`src/rtl/branch_resolve_unit.sv`:
```
// Branch resolution unit: resolves conditional branches in ID, trains a
// table of 2-bit saturating direction predictors, predicts for the fetch
// stage, and keeps saturating branch / mispredict performance counters.
module branch_resolve_unit #(
    parameter int XLEN      = 32,
    parameter int BHT_DEPTH = 16,
    parameter int IDX_W     = $clog2(BHT_DEPTH),
    parameter int CNT_W     = 32
) (
    input  logic             clk,
    input  logic             rst_n,
    input  logic [IDX_W-1:0] IF_idx_i,
    output logic             Pred_taken_o,
    input  logic             ID_Branch_i,
    input  logic [2:0]       func3_i,
    input  logic [XLEN-1:0]  RS1data_i,
    input  logic [XLEN-1:0]  RS2data_i,
    input  logic [IDX_W-1:0] ID_idx_i,
    input  logic             ID_pred_taken_i,
    input  logic             Stall_i,
    input  logic             Clear_cnt_i,
    output logic             Branch_o,
    output logic             Mispredict_o,
    output logic             Illegal_o,
    output logic [CNT_W-1:0] Branch_cnt_o,
    output logic [CNT_W-1:0] Mispredict_cnt_o
);

    localparam logic [1:0] SNT = 2'b00;
    localparam logic [1:0] WNT = 2'b01;
    localparam logic [1:0] WT  = 2'b10;
    localparam logic [1:0] ST  = 2'b11;

    logic [1:0]       r_bht [BHT_DEPTH];
    logic [CNT_W-1:0] r_branch_cnt;
    logic [CNT_W-1:0] r_mispredict_cnt;

    logic             w_eq;
    logic             w_lt;
    logic             w_ltu;
    logic             w_cmp;
    logic             w_valid_f3;
    logic             w_resolve;
    logic [1:0]       w_entry;
    logic [1:0]       w_entry_next;

    assign w_eq       = (RS1data_i == RS2data_i);
    assign w_lt       = ($signed(RS1data_i) < $signed(RS2data_i));
    assign w_ltu      = (RS1data_i < RS2data_i);
    // 010 and 011 are the only holes in the branch funct3 space
    assign w_valid_f3 = (func3_i[2:1] != 2'b01);

    // Evaluate the branch condition selected by funct3
    always_comb begin
        w_cmp = 1'b0;
        case (func3_i)
            3'b000:  w_cmp = w_eq;
            3'b001:  w_cmp = ~w_eq;
            3'b100:  w_cmp = w_lt;
            3'b101:  w_cmp = ~w_lt;
            3'b110:  w_cmp = w_ltu;
            3'b111:  w_cmp = ~w_ltu;
            default: w_cmp = 1'b0;
        endcase
    end

    assign Branch_o     = ID_Branch_i & w_valid_f3 & w_cmp;
    assign Illegal_o    = ID_Branch_i & ~w_valid_f3;
    assign w_resolve    = ID_Branch_i & ~Stall_i & w_valid_f3;
    assign Mispredict_o = w_resolve & (Branch_o != ID_pred_taken_i);

    // Read straight from the table: a same-cycle update is not bypassed
    assign Pred_taken_o = r_bht[IF_idx_i][1];

    assign w_entry = r_bht[ID_idx_i];

    // Saturating step of the entry being resolved
    always_comb begin
        w_entry_next = w_entry;
        if (Branch_o) begin
            case (w_entry)
                SNT:     w_entry_next = WNT;
                WNT:     w_entry_next = WT;
                default: w_entry_next = ST;
            endcase
        end else begin
            case (w_entry)
                ST:      w_entry_next = WT;
                WT:      w_entry_next = WNT;
                default: w_entry_next = SNT;
            endcase
        end
    end

    // Predictor table: reset to weakly-not-taken, train only on resolve
    always_ff @(posedge clk or negedge rst_n) begin
        if (!rst_n) begin
            for (int i = 0; i < BHT_DEPTH; i++) begin
                r_bht[i] <= WNT;
            end
        end else if (w_resolve) begin
            r_bht[ID_idx_i] <= w_entry_next;
        end
    end

    // Taken-branch counter; a stalled cycle leaves it (and its clear) alone
    always_ff @(posedge clk or negedge rst_n) begin
        if (!rst_n) begin
            r_branch_cnt <= '0;
        end else if (!Stall_i) begin
            if (Clear_cnt_i) begin
                r_branch_cnt <= '0;
            end else if (w_resolve && Branch_o && !(&r_branch_cnt)) begin
                r_branch_cnt <= r_branch_cnt + {{(CNT_W-1){1'b0}}, 1'b1};
            end
        end
    end

    // Mispredict counter, same clear/saturation behaviour
    always_ff @(posedge clk or negedge rst_n) begin
        if (!rst_n) begin
            r_mispredict_cnt <= '0;
        end else if (!Stall_i) begin
            if (Clear_cnt_i) begin
                r_mispredict_cnt <= '0;
            end else if (Mispredict_o && !(&r_mispredict_cnt)) begin
                r_mispredict_cnt <= r_mispredict_cnt + {{(CNT_W-1){1'b0}}, 1'b1};
            end
        end
    end

    assign Branch_cnt_o     = r_branch_cnt;
    assign Mispredict_cnt_o = r_mispredict_cnt;

endmodule

```
`config.mk`:
```
export PLATFORM = sky130hd
export DESIGN_NAME = branch_resolve_unit
export DESIGN_NICKNAME = d
export VERILOG_FILES = /design/src/rtl/branch_resolve_unit.sv
export SDC_FILE = /design/constraint.sdc
export NUM_CORES = 1
export LEC_CHECK = 0
export CAP_MARGIN = 20
export CORE_ASPECT_RATIO = 1.1
export CORE_UTILIZATION = 56
export DETAILED_ROUTE_END_ITERATION = 10
export GPL_TIMING_DRIVEN = 0
export PLACE_DENSITY = 0.84
export REMOVE_ABC_BUFFERS = 1
export SKIP_LAST_GASP = 1
export SLEW_MARGIN = 20
export SYNTH_ARGS = -nofsm -noshare
export SYNTH_HDL_FRONTEND = slang
export SYNTH_SLANG_ARGS = --single-unit
```
`constraint.sdc`:
```
create_clock -name clk -period 11.2 [get_ports clk]
set_input_delay 3.36 -clock clk [delete_from_list [all_inputs] [get_ports clk]]
set_output_delay 3.36 -clock clk [all_outputs]
set_load 0.02 [all_outputs]
```
==> impl_metrics.ini, run 1 <==
[power]
power_frac_clock_pct = 35.0
finalPower_uw = 886.0
sw_frac_of_total_pct = 29.36
p_leak_nw = 3.722
combPwrFrac_pct = 21.0
p_int_uw = 625.9
vdd_ir_drop_max_mv = 0.1118
p_per_area_nw_per_um2 = 103.5
power_frac_seq_pct = 43.9
power_switching_uw = 260.1

[logic_synthesis]
synth_ff_type = dfrtp_1
yosysMostFrequentCell = nand2_1
yosysTopAreaCell = dfrtp_1
synth-edff-count = 0
syn_inst = 738
yosys-top-cells-count = 95 x nand2_1, 80 x dfrtp_1, 59 x nand3_1
synth-seq-cells = 96
synth_top_area_share_pct = 29.86
yosysSeqAreaShare_pct = 36.13
yosysWarnings = 0
yosys.cell_types.count = 50
synth_area_leaders = dfrtp_1 30%, ha_1 6.3%, dfstp_2 6.3%, mux2_2 5.9%, nand2_1 5.3%
netlist_area_um2 = 6704
syn_avg_cell_area_um2 = 9.084
async_reset_ff_share_pct = 100.0

[setup_path]
path_class = in2out
crit_chain = clkdlybuf4s50_1, inv_1, ha_1, a21oi_1, o21ai_0, a221o_1, o31ai_1, mux2i_1, a311o_1, xnor2_1, nor2_1, clkdlybuf4s50_1
crit_family = compound AO/OA/AOI/OAI gates
crit_path_start_kind = primary input
cp_slowest_cell = clkdlybuf4s50_1
crit_top_cell = clkdlybuf4s50_1
cp_max_fo = 12
cp-end-kind = output port
arrival_ps = 6890
slowest_delay_ps = 630
cp_num_buf_inv = 3
worstPathRequired_ps = 7840

[cts]
numCtsBuffers = 9
holdBufCountCts = 0
numClockSinks = 96
root_buffer = clkbuf_16
cts_tree = done
clock_latency_ps = 350
cts_resized = 0
ctsLongestPathBuffers = 2
htree_levels = 3
cts_setup_buffers = 0
cts.reportedPaths.clkPinSlew_ps = 70

[final_layout]
drive_gt1_share_pct = 11.21
nets = 975
n_antenna_cell = 0
fillers = 838
area_delta_synth_final_pct = 27.70
fin_util_pct = 74.17

[sta]
tns_ps = 0
finClkSkew_ps = 12.03
max-slew-margin-rel_pct = 37.55
tightestPinTransition_ps = 910.6
rsz0062_at_grt = no
setup_violations = 0
post-route-period-util_pct = 91.51
finalCriticalPeriod_ps = 10250
fmax_mhz = 97.57
slew_violations = 0
hold_viol = 0
setup_slack_ps = 951.0
hold_slack_ps = 543.7

[global_routing]
grt_overflow = 0
grt_use_total_pct = 29.19
grt_pass1_wl_mm = 29.01
grt_pass1_vias = 6067
grt_start_max_net_pins = 71
antenna_found_initial = 0

[place]
io_buffers = 148
dp_slack_ps = 981.3
hpwl_mm = 12.68
place.gp.congestion = 0.8407

[die]
fp-row-count = 41
initial_core_util_pct = 58.08
chipHeight_um = 116.8
die_x_um = 106.3
die_area_um2 = 12410
core_area_um2 = 11540
pin_count = 149

[drt]
detail_route.wl_per_cell_um = 17.63
postRouteWirelength_mm = 17.89
final_antenna_net_count = 0
drc_errors = 0
viasPerCell = 6.229
num_vias = 6322
dr.first_iter.drc_count = 456
drtPass1Iterations = 5

[worst_hold_path]
hold_class = reg2reg

[status]
status = complete, no violations

[job]
maxCapViolCount = 0
==> final cells by class <==
cell class	instances	area, um2	share of cell area, %
repair buffers	150	1523	17.79
well taps	150	187.7	2.192
clock inverters	5	45.04	0.5262
multi-input cells	555	3950	46.14
clock buffers	11	252.7	2.952
flip-flops and latches	96	2422	28.30
inverters	48	180.2	2.105
==> layer usage <==
layer | global-route usage [%] | routed length (um) | part of all wire [%] | vias to the layer above
met3 | 4.632 | 1087 | 6.1 | 21
met2 | 52.08 | 8984 | 50 | 210
met4 | 8.796 | 247 | 1.4 | 0
met5 | 0 | 0 | 0 | -
li1 | - | - | - | 3010
met1 | 36.61 | 7572 | 42 | 3081
==> placed cells by master, fill, tap and decap left out, types with 21 or more instances in the layout <==
cell type        instances
inv_1                   47
nand3_1                 59
dfrtp_1                 80
nand4_1                 27
nand2_1                 95
clkdlybuf4s50_1        145
nor2_1                  36
ha_1                    34
nor3_1                  21
mux2_2                  35
==> path summary, 6_finish.rpt <==
check                                                      from                               end  slack, ps  depth (start not counted)
worst max register to register  Mispredict_cnt_o[0]$_DFFE_PN0P_  Mispredict_cnt_o[20]$_DFFE_PN0P_       7640                         10
worst min-delay path                      r_bht[11]$_DFFE_PN0P_             r_bht[11]$_DFFE_PN0P_        540                          1
worst min register to register            r_bht[11]$_DFFE_PN0P_             r_bht[11]$_DFFE_PN0P_        540                          1
max in group asynchronous                                 rst_n             r_bht[10]$_DFFE_PN1P_       7620                          2
worst max-delay path                               RS2data_i[7]                      Mispredict_o        950                         12
min in group asynchronous                                 rst_n      Branch_cnt_o[10]$_DFFE_PN0P_       2880                          1
==> through the flow <==
stage | instance area, um2 | instances
6_report | 8561 | 1015
2_1_floorplan | 6549 | 699
3_3_place_gp | 8218 | 997
3_5_place_dp | 8259 | 999
4_1_cts | 8557 | 1015
5_1_grt | 8561 | 1015
==> power groups by stage <==
stage / sequential [mW] / clock (mW) / combinational [mW]
floorplan: 0.407 / 0 / 0.0747
global placement: 0.394 / 0 / 0.177
finish: 0.389 / 0.310 / 0.186
detailed placement: 0.395 / 0 / 0.186
global route: 0.393 / 0.324 / 0.204
CTS: 0.389 / 0.314 / 0.187
==> worst reg2reg max path, delay by kind of cell (launching register included) <==
family,cells,cell delay (ps)
fa+ha+maj,1,250
compound gates,2,1000
flops,1,430
buf+inv,1,140
mux,1,750
simple gates,5,850
==> kinds of logic after synthesis <==
kind of cell | synth area share [%]
AO/OA/AOI/OAI | 13.23
XOR/XNOR | 1.045
adder cells (fa/ha/maj) | 6.682
buffers and inverters | 5.002
flip-flops | 36.13
multiplexers | 13.01
AND/OR/NAND/NOR | 24.90
==> state kept, by name, summed over array words and instances (netlist names) <==
signal / cells
Branch_cnt_o: 32
Mispredict_cnt_o: 32
r_bht: 32
(Power assumes the default switching activity.)
==> run 2, diff against run 1 <==
--- a/config.mk
+++ b/config.mk
@@ -7,10 +7,10 @@
 export LEC_CHECK = 0
 export CAP_MARGIN = 20
 export CORE_ASPECT_RATIO = 1.1
-export CORE_UTILIZATION = 56
+export CORE_UTILIZATION = 47
 export DETAILED_ROUTE_END_ITERATION = 10
 export GPL_TIMING_DRIVEN = 0
-export PLACE_DENSITY = 0.84
+export PLACE_DENSITY = 0.75
 export REMOVE_ABC_BUFFERS = 1
 export SKIP_LAST_GASP = 1
 export SLEW_MARGIN = 20
==> constraint.sdc (replaced) <==
create_clock -name clk -period 9.1 [get_ports clk]
set_input_delay 2.73 -clock clk [delete_from_list [all_inputs] [get_ports clk]]
set_output_delay 2.73 -clock clk [all_outputs]
set_load 0.02 [all_outputs]
==> impl_metrics.ini, run 2 (synthesis results as in run 1) <==
[status]
status = complete, no violations

[setup_path]
cp_max_fo = 12
timing.rr.start = Mispredict_cnt_o[0]$_DFFE_PN0P_
arrival_ps = 6140
cp-end-kind = output port
reg2regPathDepth = 10
r2r-end = Mispredict_cnt_o[20]$_DFFE_PN0P_
worstPathRequired_ps = 6370
crit_path_start_kind = primary input
path_class = in2out
rrSetupSlack_ps = 5500

[sta]
rsz0062_at_grt = no
post-route-period-util_pct = 97.50
fmax_mhz = 112.7
tns_ps = 0
tightestPinTransition_ps = 911.2
finClkSkew_ps = 12.88
max-slew-margin-rel_pct = 37.52
hold_viol = 0
finalCriticalPeriod_ps = 8872
setup_violations = 0
slew_violations = 0

[power]
p_leak_nw = 3.713
sw_frac_of_total_pct = 30.14
power_frac_seq_pct = 44.4
vdd_ir_drop_max_mv = 0.09951
power_frac_clock_pct = 34.2
p_per_area_nw_per_um2 = 125.7
power_switching_uw = 325.9
p_int_uw = 755.3
combPwrFrac_pct = 21.4

[global_routing]
antenna_found_initial = 0
grt_overflow = 0
grt_pass1_wl_mm = 28.81
grt_start_max_net_pins = 71
grt_use_total_pct = 24.54
grt_pass1_vias = 6142

[job]
maxCapViolCount = 0

[cts]
cts.reportedPaths.clkPinSlew_ps = 70
clock_latency_ps = 350
cts_setup_buffers = 0
ctsLongestPathBuffers = 2
htree_levels = 3
cts_tree = done
root_buffer = clkbuf_16
numClockSinks = 96
numCtsBuffers = 9

[worst_hold_path]
worstHoldPathCells = 1
hold_end = r_bht[19]$_DFFE_PN0P_
min_from = r_bht[19]$_DFFE_PN0P_
hold_class = reg2reg

[place]
place_area_um2 = 8307
hpwl_mm = 12.74
place.gp.congestion = 0.8081
io_buffers = 148

[final_layout]
drive_gt1_share_pct = 11.33
multi_input_area_um2 = 3951
fin_util_pct = 62.09
layout_commonest_cell = clkdlybuf4s50_1
n_antenna_cell = 0
final_cell_mix = 145 x clkdlybuf4s50_1, 95 x nand2_1, 80 x dfrtp_1
nets = 975
area_delta_synth_final_pct = 28.28
fillers = 1238
regArea_um2 = 2422
final_area_um2 = 8600

[drt]
dr.first_iter.drc_count = 326
final_antenna_net_count = 0
drc_errors = 0
drtPass1Iterations = 7
detail_route.wl_per_cell_um = 16.80
postRouteWirelength_mm = 17.69
viasPerCell = 5.959
num_vias = 6275

[die]
die_area_um2 = 14750
initial_core_util_pct = 48.40
pin_count = 149
die_x_um = 115.9
chipHeight_um = 127.3
core_area_um2 = 13850
fp-row-count = 45
[run 2: power groups by stage]
stage	combinational [mW]	clock [mW]	sequential, mW
floorplan	0.0919	0	0.501
global placement	0.221	0	0.485
detailed placement	0.231	0	0.487
CTS	0.233	0.380	0.480
global route	0.254	0.395	0.484
finish	0.231	0.370	0.480
[run 2: timing repair]
| action | in CTS | in global routing |
|---|---|---|
| hold buffers | 0 | 0 |
| hold endpoints to repair | 0 | 0 |
| setup endpoints to repair | 0 | 1 |
| resized for setup | 0 | 1 |
[run 2: per-stage QoR]
stage / hold slack, ps / instances / total power [mW] / setup WS (ps)
after floorplan: 491.0 / 699 / 0.5925 / 1434
after global placement: 503.8 / 1035 / 0.7056 / 24.79
after detailed placement: 516.4 / 1037 / 0.7179 / 80.11
after CTS: 536.3 / 1053 / 1.092 / 63.92
after global routing: 551.7 / 1053 / 1.132 / 122.7
final: 533.9 / 1053 / 1.081 / 227.5
[run 2: metal layers]
layer | vias to the layer above | share of wire, % | track usage (%)
met1 | 3056 | 41 | 29.55
li1 | 3008 | - | -
met5 | - | 0 | 0
met3 | 15 | 7.6 | 6.357
met4 | 0 | 0.85 | 5.204
met2 | 196 | 50 | 43.70
[run 2: worst max path at each step]
stage / startpoint / to / cells after the start
floorplan: RS2data_i[14] / Mispredict_o / 10
global placement: Stall_i / Mispredict_o / 4
detailed placement: RS2data_i[7] / Mispredict_o / 12
CTS: RS2data_i[7] / Mispredict_o / 12
global route: RS2data_i[7] / Mispredict_o / 12
finish: RS2data_i[27] / Mispredict_o / 11
[run 2: critical path, cell delays in order]
cell and delay, ps:
clkdlybuf4s50_1 460, inv_1 40, ha_1 310, nand4_1 170
nor4_1 560, o31ai_1 200, mux2i_1 210, a311o_2 520
xnor2_1 170, nor2_1 150, clkdlybuf4s50_1 630
[run 2: area by class of cell]
cell class / count / share of cell area (%)
tap: 188 / 2.735
clock buffer: 9 / 2.619
timing repair buffer: 150 / 17.71
multi-input combinational: 555 / 45.95
sequential: 96 / 28.17
clock inverter: 7 / 0.7275
inverter: 48 / 2.095
